<file path="src/rtl/imm_extend_stage.sv">
// Registered immediate extender between decode and ID/EX: field select, sign/zero
// extension and branch word-offset shift, behind a valid/ready skid buffer.
module imm_extend_stage #(
   parameter int IN_W     = 24,
   parameter int OUT_W    = 32,
   parameter int MEM_W    = 12,
   parameter int ALU_W    = 8,
   parameter int BR_SHIFT = 2
) (
   input  logic             clk,
   input  logic             reset_n,
   input  logic             in_valid,
   output logic             in_ready,
   input  logic [IN_W-1:0]  in_imm,
   input  logic [1:0]       in_mode,
   input  logic             in_signed,
   output logic             out_valid,
   input  logic             out_ready,
   output logic [OUT_W-1:0] out_imm,
   output logic [1:0]       out_mode
);

   localparam logic [1:0] MODE_BR  = 2'b00;
   localparam logic [1:0] MODE_MEM = 2'b01;
   localparam logic [1:0] MODE_ALU = 2'b10;

   generate
      if (!(ALU_W <= MEM_W && MEM_W <= IN_W && IN_W <= OUT_W && BR_SHIFT < OUT_W
            && ALU_W > 0 && BR_SHIFT >= 0)) begin : g_bad_params
         $error("imm_extend_stage: illegal parameter set");
      end
   endgenerate

   logic             field_msb;
   logic             fill_bit;
   logic [OUT_W-1:0] ext_val;
   logic [OUT_W-1:0] result_next;

   always_comb begin
      case (in_mode)
         MODE_MEM: field_msb = in_imm[MEM_W-1];
         MODE_ALU: field_msb = in_imm[ALU_W-1];
         default:  field_msb = in_imm[IN_W-1];
      endcase
   end

   assign fill_bit = in_signed & field_msb;

   // Each output bit is either a field bit or the fill bit, depending on which
   // field widths it falls inside.
   genvar gi;
   generate
      for (gi = 0; gi < OUT_W; gi++) begin : g_ext
         if (gi < ALU_W) begin : g_alu
            assign ext_val[gi] = in_imm[gi];
         end else if (gi < MEM_W) begin : g_mem
            assign ext_val[gi] = (in_mode == MODE_ALU) ? fill_bit : in_imm[gi];
         end else if (gi < IN_W) begin : g_full
            assign ext_val[gi] = (in_mode == MODE_ALU || in_mode == MODE_MEM) ? fill_bit : in_imm[gi];
         end else begin : g_fill
            assign ext_val[gi] = fill_bit;
         end
      end
   endgenerate

   assign result_next = (in_mode == MODE_BR) ? (ext_val << BR_SHIFT) : ext_val;

   logic             or_valid_reg;
   logic [OUT_W-1:0] or_imm_reg;
   logic [1:0]       or_mode_reg;
   logic             sk_valid_reg;
   logic [OUT_W-1:0] sk_imm_reg;
   logic [1:0]       sk_mode_reg;
   logic             in_ready_reg;
   logic             in_fire;
   logic             out_fire;
   logic             sk_valid_next;

   assign in_fire  = in_valid & in_ready_reg;
   assign out_fire = or_valid_reg & out_ready;

   // Accepts never coincide with a full skid slot, so the skid only fills when
   // the output register is held and only empties on a drain.
   assign sk_valid_next = out_fire ? 1'b0 : (sk_valid_reg | (in_fire & or_valid_reg));

   always_ff @(posedge clk) begin
      if (!reset_n) begin
         or_valid_reg <= 1'b0;
         or_imm_reg   <= '0;
         or_mode_reg  <= '0;
         sk_valid_reg <= 1'b0;
         sk_imm_reg   <= '0;
         sk_mode_reg  <= '0;
         in_ready_reg <= 1'b0;
      end else begin
         if (out_fire) begin
            if (sk_valid_reg) begin
               or_imm_reg   <= sk_imm_reg;
               or_mode_reg  <= sk_mode_reg;
               sk_valid_reg <= 1'b0;
            end else if (in_fire) begin
               or_imm_reg  <= result_next;
               or_mode_reg <= in_mode;
            end else begin
               or_valid_reg <= 1'b0;
            end
         end else if (in_fire) begin
            if (!or_valid_reg) begin
               or_valid_reg <= 1'b1;
               or_imm_reg   <= result_next;
               or_mode_reg  <= in_mode;
            end else begin
               sk_valid_reg <= 1'b1;
               sk_imm_reg   <= result_next;
               sk_mode_reg  <= in_mode;
            end
         end
         in_ready_reg <= ~sk_valid_next;
      end
   end

   assign in_ready  = in_ready_reg;
   assign out_valid = or_valid_reg;
   assign out_imm   = or_imm_reg;
   assign out_mode  = or_mode_reg;

endmodule

</file>
<file path="config.mk">
export PLATFORM = sky130hd
export DESIGN_NAME = imm_extend_stage
export DESIGN_NICKNAME = d
export VERILOG_FILES = /design/src/rtl/imm_extend_stage.sv
export SDC_FILE = /design/constraint.sdc
export NUM_CORES = 1
export LEC_CHECK = 0
export CORE_MARGIN = 4
export CORE_UTILIZATION = 48
export CTS_BUF_LIST = sky130_fd_sc_hd__clkbuf_2 sky130_fd_sc_hd__clkbuf_4 sky130_fd_sc_hd__clkbuf_8
export DETAILED_ROUTE_END_ITERATION = 6
export PLACE_DENSITY_LB_ADDON = 0.3
export SLEW_MARGIN = 30
export SYNTH_ARGS = -nofsm -noshare
export SYNTH_HDL_FRONTEND = slang
export SYNTH_SLANG_ARGS = --single-unit
</file>
<file path="constraint.sdc">
create_clock -name clk -period 1.69 [get_ports clk]
set_input_delay 0.4225 -clock clk [delete_from_list [all_inputs] [get_ports clk]]
set_output_delay 0.4225 -clock clk [all_outputs]
set_load 0.05 [all_outputs]
</file>
==> flow_metrics.env <==
export IMPL_postSynthAreaPerCell_sq_um=8.450
export IMPL_netlist_cell_type_count=36
export IMPL_library_cell_with_the_largest_summed_area_after_synthesis="sky130_fd_sc_hd__dfxtp_1"
export IMPL_die_area_sq_mm=0.007849
export IMPL_post_route_min_period_ns=1.607
export IMPL_timing_critical_path_fanout_max=12
export IMPL_detailedRoute_firstIterationViolations=250
export IMPL_fp_dieW_um=88.60
export IMPL_gp_congestion=0.8578
export IMPL_path_class="register to register"
export IMPL_final_seq_area_sq_mm=0.001226
export IMPL_final_number_of_max_transition_violations=0
export IMPL_cts_root_buf="sky130_fd_sc_hd__clkbuf_8"
export IMPL_r2r_start="in_ready"
export IMPL_cts_buffers_inserted=9
export IMPL_clock_sinks=61
export IMPL_postPlaceCellArea_sq_mm=0.004179
export IMPL_final_standard_cell_count_with_taps_included_and_fillers_excluded=535
export IMPL_synth_top_flop_cell="sky130_fd_sc_hd__dfxtp_1"
export IMPL_critPathCaptureType="register"
export IMPL_post_route_util_pct=72.29
export IMPL_initial_antenna_violation_count=0
export IMPL_worst_slew_pin_transition_ns=0.3592
export IMPL_cts_tree="built"
export IMPL_layout_worst_path_cycle_share_pct=95.12
export IMPL_cells_after_synth=369
export IMPL_reg2regPathDepth=6
export IMPL_insertedDiodeCount=0
export IMPL_final_setup_worst_slack_ns=0.08255
export IMPL_syn_nets=404
export IMPL_areaGrowthSynthToFinish_pct=46.39
export IMPL_route_detailed_drc=0
export IMPL_p_leak_nw=1.985
export IMPL_nNetsFinal=489
export IMPL_grt_pass1_vias=3027
export IMPL_r2r_slack_ns=0.08
export IMPL_placeableCoreArea_sq_mm=0.006314
export IMPL_global_route_usage_over_all_layers_pct=24.05
export IMPL_h_tree_depth=3
export IMPL_avgRoutedWirePerCell_um=16.79
export IMPL_vdd_drop_max_mv=0.5757
export IMPL_wl_um=8980
export IMPL_synth_edff_count=0
export IMPL_io_pins=67
export IMPL_worst_setup_path_start_kind="register"
export IMPL_register_area_share_after_synthesis_pct=39.17
export IMPL_clock_insertion_delay_worst_skew_ns=0.34
export IMPL_number_of_filler_cells_placed_in_the_layout=472
export IMPL_place_worst_setup_slack_ns=-0.5943
export IMPL_synth_yosys_warnings=0
export IMPL_max_freq_mhz=622.1
export IMPL_timing_max_cap_violations=0
export IMPL_holdCritStartpoint="out_imm[3]"
export IMPL_synth_top_cells_by_area="sky130_fd_sc_hd__dfxtp_1, sky130_fd_sc_hd__mux2i_1, sky130_fd_sc_hd__nand2_1"
export IMPL_final_hold_viol_count=0
export IMPL_arr_time_crit_path_ns=1.83
export IMPL_max_root_sink_buffers=2
export IMPL_post_synth_instance_area_sq_mm=0.003118
export IMPL_hold_path_class="register to register"
export IMPL_critPathRequiredTime_ns=1.91
export IMPL_die_height_um=88.60
export IMPL_worst_hold_path_num_cells=2
export IMPL_buffer_ports_inserted=66
export IMPL_timing_rr_end="out_imm[14]"
export IMPL_grt_pass1_wl_um=14520
export IMPL_vias=3094
export IMPL_initial_utilization_pct=49.39
export IMPL_finish_stage_setup_viols=0
export IMPL_clk_pin_slew_worst_paths_ns=0.07
export IMPL_min_to="out_imm[3]"
export IMPL_synthDominantCellAreaShare_pct=39.17
export IMPL_rows=29
export IMPL_outcome="finished, final reports clean"
export IMPL_detailedRoute_firstPassIterationCount=4
export IMPL_post_synthesis_sequential_element_count=61
export IMPL_fraction_of_final_layout_cells_sized_beyond_drive_strength_1_pct=25.98
export IMPL_post_place_cells=513
export IMPL_grt_max_degree=34
export IMPL_ant_nets=0
export IMPL_final_hold_slack_ns=0.4622
export IMPL_async_flop_share_pct=0
export IMPL_grt_overflow_total=0
export IMPL_multi_input_comb_area_sq_mm=0.001749
export IMPL_final_area_sq_mm=0.004564
export IMPL_setup_skew_after_layout_ns=0.005720
export IMPL_yosys_top_cells_count="sky130_fd_sc_hd__dfxtp_1, sky130_fd_sc_hd__nand2_1, sky130_fd_sc_hd__nor2_1, sky130_fd_sc_hd__mux2i_1"
export IMPL_hpwlAfterDp_um=5743
export IMPL_post_synth_top_count_cell="sky130_fd_sc_hd__dfxtp_1"
export IMPL_worst_case_headroom_to_the_max_slew_limit_pct=75.80
export IMPL_drt_vias_per_instance=5.783
export IMPL_cts_hold_fix_buffers=0
export IMPL_pwr_dens_mw_per_mm2=793.4
final cells by class:
| type | instances | area share [%] |
|---|---|---|
| flip-flops and latches | 61 | 26.86 |
| clock buffers | 13 | 3.509 |
| well taps | 77 | 2.111 |
| clock inverters | 2 | 0.2193 |
| inverters | 10 | 0.8224 |
| repair buffers | 110 | 28.15 |
| multi-input cells | 262 | 38.32 |
metrics by stage:
step | total power [W] | TNS [ns]
2_1_floorplan | 0.002044 | 0
3_3_place_gp | 0.002390 | -22.11
3_5_place_dp | 0.002405 | -24.00
4_1_cts | 0.003620 | 0
5_1_grt | 0.003765 | -0.007484
6_report | 0.003622 | 0
where the power goes:
| group | switching [W] | internal [W] | leakage, nW | total, W |
|---|---|---|---|---|
| Clock | 0.000551 | 0.000609 | 0.0935 | 0.00116 |
| Sequential | 0.0000426 | 0.00149 | 0.495 | 0.00154 |
| Combinational | 0.000487 | 0.000438 | 1.40 | 0.000925 |
placed cells by master, fill, tap and decap left out, types with 2 or more instances in the layout:
cell type	instances
sky130_fd_sc_hd__a21o_1	2
sky130_fd_sc_hd__inv_1	7
sky130_fd_sc_hd__dfxtp_1	59
sky130_fd_sc_hd__o211ai_1	20
sky130_fd_sc_hd__clkbuf_8	10
sky130_fd_sc_hd__buf_12	27
sky130_fd_sc_hd__a21oi_1	17
sky130_fd_sc_hd__ha_4	4
sky130_fd_sc_hd__dlygate4sd2_1	2
sky130_fd_sc_hd__nand2_2	2
sky130_fd_sc_hd__o211a_1	10
sky130_fd_sc_hd__clkbuf_2	2
sky130_fd_sc_hd__clkdlybuf4s50_1	24
sky130_fd_sc_hd__inv_2	2
sky130_fd_sc_hd__nor2b_1	6
sky130_fd_sc_hd__buf_4	50
sky130_fd_sc_hd__o22ai_1	6
sky130_fd_sc_hd__a21boi_1	3
sky130_fd_sc_hd__nand2_1	47
sky130_fd_sc_hd__o221ai_1	4
sky130_fd_sc_hd__o21ai_1	10
sky130_fd_sc_hd__dlymetal6s2s_1	2
sky130_fd_sc_hd__clkinv_2	2
sky130_fd_sc_hd__clkbuf_4	3
sky130_fd_sc_hd__nor2_1	28
sky130_fd_sc_hd__o21ai_0	17
sky130_fd_sc_hd__nor3b_1	10
sky130_fd_sc_hd__mux2i_1	26
sky130_fd_sc_hd__nand3_1	15
sky130_fd_sc_hd__a21boi_0	16
sky130_fd_sc_hd__o22ai_2	4
sky130_fd_sc_hd__bufbuf_16	2
critical path: stages (launching register included):
cell	delay, ns
sky130_fd_sc_hd__dfxtp_2	0.39
sky130_fd_sc_hd__nand2_1	0.11
sky130_fd_sc_hd__ha_4	0.19
sky130_fd_sc_hd__or3_4	0.35
sky130_fd_sc_hd__bufbuf_16	0.29
sky130_fd_sc_hd__nand3_1	0.09
sky130_fd_sc_hd__o21ai_1	0.07
cells by family (layout without fill, tap and decap cells):
group | Yosys count | after routing | synth area share (%)
simple gates | 118 | 118 | 18.10
compound gates | 114 | 114 | 24.96
flops | 61 | 61 | 39.17
buf+inv | 46 | 135 | 7.825
mux | 26 | 26 | 8.347
fa+ha+maj | 4 | 4 | 1.605
metal layers:
| layer | part of all wire, % | vias up | track usage [%] | routed length, um |
|---|---|---|---|---|
| met2 | 49 | 119 | 38.48 | 4364 |
| met3 | 7.3 | 13 | 6.797 | 656 |
| li1 | - | 1475 | - | - |
| met5 | 0 | - | 0 | 0 |
| met4 | 0.97 | 0 | 6.319 | 87 |
| met1 | 43 | 1487 | 32.02 | 3871 |
worst max-delay path by stage:
stage / depth (start not counted) / end / startpoint / slack (ns)
6_report: 6 / out_imm[14] / in_ready / 0.08
5_1_grt: 6 / out_imm[8] / in_ready / -0.007
4_1_cts: 8 / out_imm[12] / in_imm[7] / 0.01
3_5_place_dp: 8 / sk_imm_reg[9] / in_mode[0] / -0.59
3_3_place_gp: 8 / sk_imm_reg[9] / in_mode[0] / -0.51
2_1_floorplan: 8 / sk_imm_reg[24] / in_mode[0] / 0.007
timing repair:
item,in CTS,in global routing
resized for setup,19,13
buffers inserted,6,2
pin swaps,6,6
endpoints found under the setup margin,44,42
endpoints found under the hold margin,0,0
gates cloned,2,0
Power figures use the tool's default switching activity.
